### src/rtl/matmul_pkg.sv
// Shared types and sizing helpers for the streaming matrix multiplier.
// Widths derive from DIM/DATA_W so every instance sizes itself.
package matmul_pkg;

  typedef enum logic [1:0] {
    S_LOAD,
    S_COMPUTE,
    S_EMIT
  } state_e;

  localparam int DIM_DEF    = 2;
  localparam int DATA_W_DEF = 8;

  function automatic int acc_width(int dim, int data_w);
    return 2 * data_w + $clog2(dim);
  endfunction

  function automatic int cnt_width(int dim);
    return $clog2(2 * dim * dim);
  endfunction

  // A DIM of 1 still needs a one-bit index register.
  function automatic int idx_width(int dim);
    return (dim > 1) ? $clog2(dim) : 1;
  endfunction

  localparam int LOAD_CNT_W_DEF = cnt_width(DIM_DEF);
  localparam int IDX_W_DEF      = idx_width(DIM_DEF);

endpackage

### src/rtl/matmul_mac.sv
// Combinational multiply-add: sum = acc + a*b, operands signed or unsigned.
// The product always fits in 2*DATA_W bits, so it is formed there then extended.
module matmul_mac
  import matmul_pkg::*;
#(
  parameter int DATA_W = DATA_W_DEF,
  parameter int ACC_W  = acc_width(DIM_DEF, DATA_W_DEF)
) (
  input  logic [DATA_W-1:0] a_i,
  input  logic [DATA_W-1:0] b_i,
  input  logic [ACC_W-1:0]  acc_i,
  input  logic              signed_i,
  output logic [ACC_W-1:0]  sum_o
);

  localparam int PW = 2 * DATA_W;

  logic signed [PW-1:0] a_x;
  logic signed [PW-1:0] b_x;
  logic signed [PW-1:0] prod;
  logic [ACC_W-1:0]     prod_x;

  always_comb begin
    a_x = signed_i ? PW'($signed(a_i)) : PW'(a_i);
    b_x = signed_i ? PW'($signed(b_i)) : PW'(b_i);
    prod = a_x * b_x;
    prod_x = signed_i ? ACC_W'(prod)
                      : ACC_W'($unsigned(prod));
    sum_o = acc_i + prod_x;
  end

endmodule

### src/rtl/matmul_stream_core.sv
// Streams in A then B row-major, computes C = A*B on one shared MAC,
// and streams C out row-major under valid/ready with abort support.
module matmul_stream_core
  import matmul_pkg::*;
#(
  parameter int DIM    = DIM_DEF,
  parameter int DATA_W = DATA_W_DEF,
  parameter int ACC_W  = acc_width(DIM, DATA_W)
) (
  input  logic              clk,
  input  logic              n_rst,
  input  logic              clear,
  input  logic              signed_mode,
  input  logic              in_valid,
  input  logic [DATA_W-1:0] in_data,
  output logic              in_ready,
  output logic              out_valid,
  output logic [ACC_W-1:0]  out_data,
  input  logic              out_ready,
  output logic              busy,
  output logic              done
);

  localparam int N  = DIM * DIM;
  localparam int LW = cnt_width(DIM);
  localparam int IW = idx_width(DIM);

  localparam logic [LW-1:0] LAST_LD = LW'(2 * N - 1);
  localparam logic [IW-1:0] LAST_IX = IW'(DIM - 1);

  state_e            state_q;
  logic [LW-1:0]     load_cnt_q;
  logic [IW-1:0]     i_q;
  logic [IW-1:0]     j_q;
  logic [IW-1:0]     k_q;
  logic [ACC_W-1:0]  acc_q;
  logic              signed_q;
  logic              out_valid_q;

  logic [DATA_W-1:0] mem_q [2*N];

  logic [LW-1:0]     a_addr;
  logic [LW-1:0]     b_addr;
  logic [ACC_W-1:0]  mac_sum;
  logic              in_hs;
  logic              out_hs;
  logic              last_ij;

  assign a_addr = LW'(i_q) * LW'(DIM) + LW'(k_q);
  assign b_addr = LW'(N) + LW'(k_q) * LW'(DIM)
                + LW'(j_q);

  assign in_ready  = (state_q == S_LOAD);
  assign busy      = (state_q != S_LOAD);
  assign out_valid = out_valid_q;
  assign out_data  = out_valid_q ? acc_q : '0;

  assign in_hs   = in_valid & in_ready;
  assign out_hs  = out_valid_q & out_ready;
  assign last_ij = (i_q == LAST_IX) && (j_q == LAST_IX);
  // An abort in the same cycle suppresses the completion pulse.
  assign done    = out_hs & last_ij & ~clear;

  matmul_mac #(
    .DATA_W (DATA_W),
    .ACC_W  (ACC_W)
  ) u_mac (
    .a_i      (mem_q[a_addr]),
    .b_i      (mem_q[b_addr]),
    .acc_i    (acc_q),
    .signed_i (signed_q),
    .sum_o    (mac_sum)
  );

  always_ff @(posedge clk) begin
    if (in_hs && !clear) begin
      mem_q[load_cnt_q] <= in_data;
    end
  end

  always_ff @(posedge clk or negedge n_rst) begin
    if (!n_rst) begin
      state_q     <= S_LOAD;
      load_cnt_q  <= '0;
      i_q         <= '0;
      j_q         <= '0;
      k_q         <= '0;
      acc_q       <= '0;
      signed_q    <= 1'b0;
      out_valid_q <= 1'b0;
    end else if (clear) begin
      state_q     <= S_LOAD;
      load_cnt_q  <= '0;
      i_q         <= '0;
      j_q         <= '0;
      k_q         <= '0;
      acc_q       <= '0;
      out_valid_q <= 1'b0;
    end else begin
      unique case (state_q)
        S_LOAD: begin
          if (in_hs) begin
            if (load_cnt_q == '0) begin
              signed_q <= signed_mode;
            end
            if (load_cnt_q == LAST_LD) begin
              state_q    <= S_COMPUTE;
              load_cnt_q <= '0;
              i_q        <= '0;
              j_q        <= '0;
              k_q        <= '0;
              acc_q      <= '0;
            end else begin
              load_cnt_q <= load_cnt_q + 1'b1;
            end
          end
        end
        S_COMPUTE: begin
          acc_q <= mac_sum;
          if (k_q == LAST_IX) begin
            state_q     <= S_EMIT;
            out_valid_q <= 1'b1;
          end else begin
            k_q <= k_q + 1'b1;
          end
        end
        S_EMIT: begin
          if (out_hs) begin
            out_valid_q <= 1'b0;
            acc_q       <= '0;
            k_q         <= '0;
            if (last_ij) begin
              state_q    <= S_LOAD;
              load_cnt_q <= '0;
              i_q        <= '0;
              j_q        <= '0;
            end else begin
              state_q <= S_COMPUTE;
              if (j_q == LAST_IX) begin
                j_q <= '0;
                i_q <= i_q + 1'b1;
              end else begin
                j_q <= j_q + 1'b1;
              end
            end
          end
        end
        default: begin
          state_q <= S_LOAD;
        end
      endcase
    end
  end

endmodule

### config.mk
export PLATFORM = sky130hd
export DESIGN_NAME = matmul_stream_core
export DESIGN_NICKNAME = d
export VERILOG_FILES = /design/src/rtl/matmul_pkg.sv /design/src/rtl/matmul_mac.sv /design/src/rtl/matmul_stream_core.sv
export SDC_FILE = /design/constraint.sdc
export NUM_CORES = 1
export LEC_CHECK = 0
export CORE_ASPECT_RATIO = 1.2
export CORE_MARGIN = 2
export CORE_UTILIZATION = 39
export CTS_CLUSTER_SIZE = 28
export DETAILED_ROUTE_END_ITERATION = 7
export HOLD_SLACK_MARGIN = 0.02
export PLACE_DENSITY = 0.58
export REMOVE_ABC_BUFFERS = 1
export SYNTH_ARGS = -nofsm -noshare
export SYNTH_HDL_FRONTEND = slang
export SYNTH_SLANG_ARGS = --single-unit
export TNS_END_PERCENT = 100
### constraint.sdc
create_clock -name clk -period 9.03 [get_ports clk]
set_input_delay 1.806 -clock clk [delete_from_list [all_inputs] [get_ports clk]]
set_output_delay 1.806 -clock clk [all_outputs]
set_load 0.005 [all_outputs]
==> metrics.yaml <==
grtUsageTotal: 0.152
wl_per_cell_um: 14.5
grt_pass1_vias: 5302
critical_path.n_buffers_inverters: 7
clock_skew_ns: 0.00974
clock-sinks: 91
viasPerCell: 4.83
core_area_um2: 20300
finalSetupViolations: 0
ys_seq_area_frac: 0.321
insertion_delay_ns: 0.34
powerDensity_nw_per_um2: 345
status: "completed"
finalMaxSlewViolations: 0
regToRegStartpoint: "i_q$_DFFE_PN0P_"
reg2reg_to: "acc_q[16]$_DFFE_PN0P_"
worstPathArrival_ns: 7.93
cpPeakStageDelay_ns: 0.63
finish.instance_area_um2: 9020
cts_buffers: 9
layout-drive-gt1-share: 0.0524
reg2regPathDepth: 29
gp_congestion: 0.785
antenna_found_initial: 0
most-common-layout-cells: "inv_1 (149), ha_1 (82), fa_1 (77)"
slew_headroom: 0.361
finalCriticalPeriod_ns: 7.66
die_area_um2: 21900
nets: 951
tightest_slew_ns: 0.955
port_buffers: 34
cpMostUsedCell: "inv_1"
synth_edf_count: 64
fin_setup_tns_ns: 0
fin_util: 0.444
first_iter_violations: 164
syn_to_final_growth_pct: 11.5
grt-ovfl-total: 0
grt_max_degree: 28
die_x_um: 136
wl_um: 15200
synth-warning-count: 0
dp_hpwl_um: 12600
cts_root_buf: "clkbuf_16"
synth_cells: 741
initial_core_util: 0.398
cts_tree: "built"
holdPathStages: 2
slowest_stage: "dfrtp_1"
cap_violations: 0
r2r_slack_ns: 1.37
cp.depth: 29
min_period_over_period: 0.848
hold_viol_final: 0
async_reset_ff_frac: 0.297
required_ns: 9.30
vias: 5065
worstSetupEndpoint: "acc_q[16]$_DFFE_PN0P_"
startpoint: "i_q$_DFFE_PN0P_"
critPathLaunchType: "flop"
synth_top_flop_cell: "edfxtp_1"
grt_first_pass_wirelength_um: 26300
ios: 35
fmax_ghz: 0.131
antennaDiodeCount: 0
synth_cell_types: 51
rsz0062_at_grt: "false"
post_cts_buffers: 0
drt-pass1-iter-count: 4
syn_area_um2: 8100
dpl_cell_area_um2: 8750
syn_area_per_cell_um2: 10.9
leakagePower_nw: 4.06
path_class: "reg2reg"
hold_class: "reg2reg"
ys_ff_latch: 91
layout_commonest_cell: "inv_1"
cts.clk_slew.worst_paths_ns: 0.06
end_kind: "flop"
clockBufferDepth: 2
critical-path-top-delay-family: "adder cells"
htreeDepth: 3
critPathMaxFanout: 12
irDropWorstVdd_mv: 0.246
ant_nets: 0
std_cell_rows: 57
cts_resized: 0
die_h_um: 162
ctsHoldBuffers: 0
drc: 0
-- cells in the mapped netlist (all sizes together), types with 2 or more instances --
master  number  area share
o21ai       17       0.011
o41ai        5      0.0054
xnor3        2      0.0056
xnor2       32       0.035
o31ai        2      0.0019
inv        149       0.069
a32o         3      0.0037
nand2b       6      0.0046
nand2       56       0.026
or2          3      0.0023
or3          8      0.0062
nor3         8      0.0049
nor2b        4      0.0031
o21bai       2      0.0019
a22o         9      0.0097
buf          2      0.0020
nor2        24       0.011
o21a         5      0.0046
nand3        3      0.0019
and3         6      0.0046
nand3b       2      0.0019
dfrtp       27       0.083
clkbuf      11      0.0051
xor2         5      0.0063
ha          82        0.13
edfxtp      64        0.24
mux4        16       0.046
and2        65       0.050
mux2         3      0.0042
a21o         5      0.0046
fa          77        0.19
a21oi       21       0.013
a211oi       3      0.0028
-- registers in the layout, summed over array words and instances (netlist names) --
name,count
mem_q,64
out_valid,1
acc_q,17
load_cnt_q,3
state_q,2
j_q,1
k_q,1
i_q,1
signed_q,1
-- cells by family after synthesis --
kind of cell | synth area share
xor+xnor | 0.0465
simple gates | 0.120
buf+inv | 0.0762
flops | 0.321
compound gates | 0.0683
mux | 0.0513
fa+ha+maj | 0.317
-- power breakdown --
group	total, W	leakage [nW]	switching (W)	internal, W
registers	0.000480	0.951	0.0000167	0.000463
clock network	0.000353	0.139	0.000163	0.000190
logic	0.00228	2.97	0.00123	0.00104
-- tightest hold or removal path: cells and delay by family (launching register included) --
kind               cells  cell delay (ns)
AOI/OAI and AO/OA      1             0.06
DFF                    1             0.36
and+or+nand+nor        1             0.06
-- metal layers --
layer  GRT usage  routed length (um)  up-vias
met5           0                   0        -
li1            -                   -     2509
met4      0.0450                 216        0
met3      0.0181                 235       12
met2       0.268                7870       44
met1       0.196                6900     2500
-- through the flow --
stage                     hold WS, ns  total power [W]  std cells  setup slack (ns)
final                           0.505          0.00311       1048              1.37
after global routing            0.542          0.00353       1048             0.726
after floorplan                 0.464          0.00233        728              1.35
after global placement          0.498          0.00281       1032              1.38
after detailed placement        0.499          0.00283       1032              1.29
after CTS                       0.513          0.00320       1048              1.29
-- worst min-delay path by stage --
stage | start | endpoint | slack (ns)
after CTS | acc_q[0]$_DFFE_PN0P_ | acc_q[0]$_DFFE_PN0P_ | 0.51
final | acc_q[0]$_DFFE_PN0P_ | acc_q[0]$_DFFE_PN0P_ | 0.51
after global routing | acc_q[4]$_DFFE_PN0P_ | acc_q[4]$_DFFE_PN0P_ | 0.54
after floorplan | acc_q[2]$_DFFE_PN0P_ | acc_q[2]$_DFFE_PN0P_ | 0.46
after global placement | acc_q[0]$_DFFE_PN0P_ | acc_q[0]$_DFFE_PN0P_ | 0.50
after detailed placement | acc_q[0]$_DFFE_PN0P_ | acc_q[0]$_DFFE_PN0P_ | 0.50
-- area by class of cell --
| class | instances | area (um2) |
|---|---|---|
| Sequential cell | 91 | 2600 |
| Fill cell | 1942 | 11300 |
| Tap cell | 265 | 332 |
| Multi-Input combinational cell | 488 | 4880 |
| Clock buffer | 10 | 229 |
| Clock inverter | 6 | 47.5 |
| Timing Repair Buffer | 39 | 378 |
| Inverter | 149 | 559 |
Note: power is estimated with default switching activity, not from simulation.
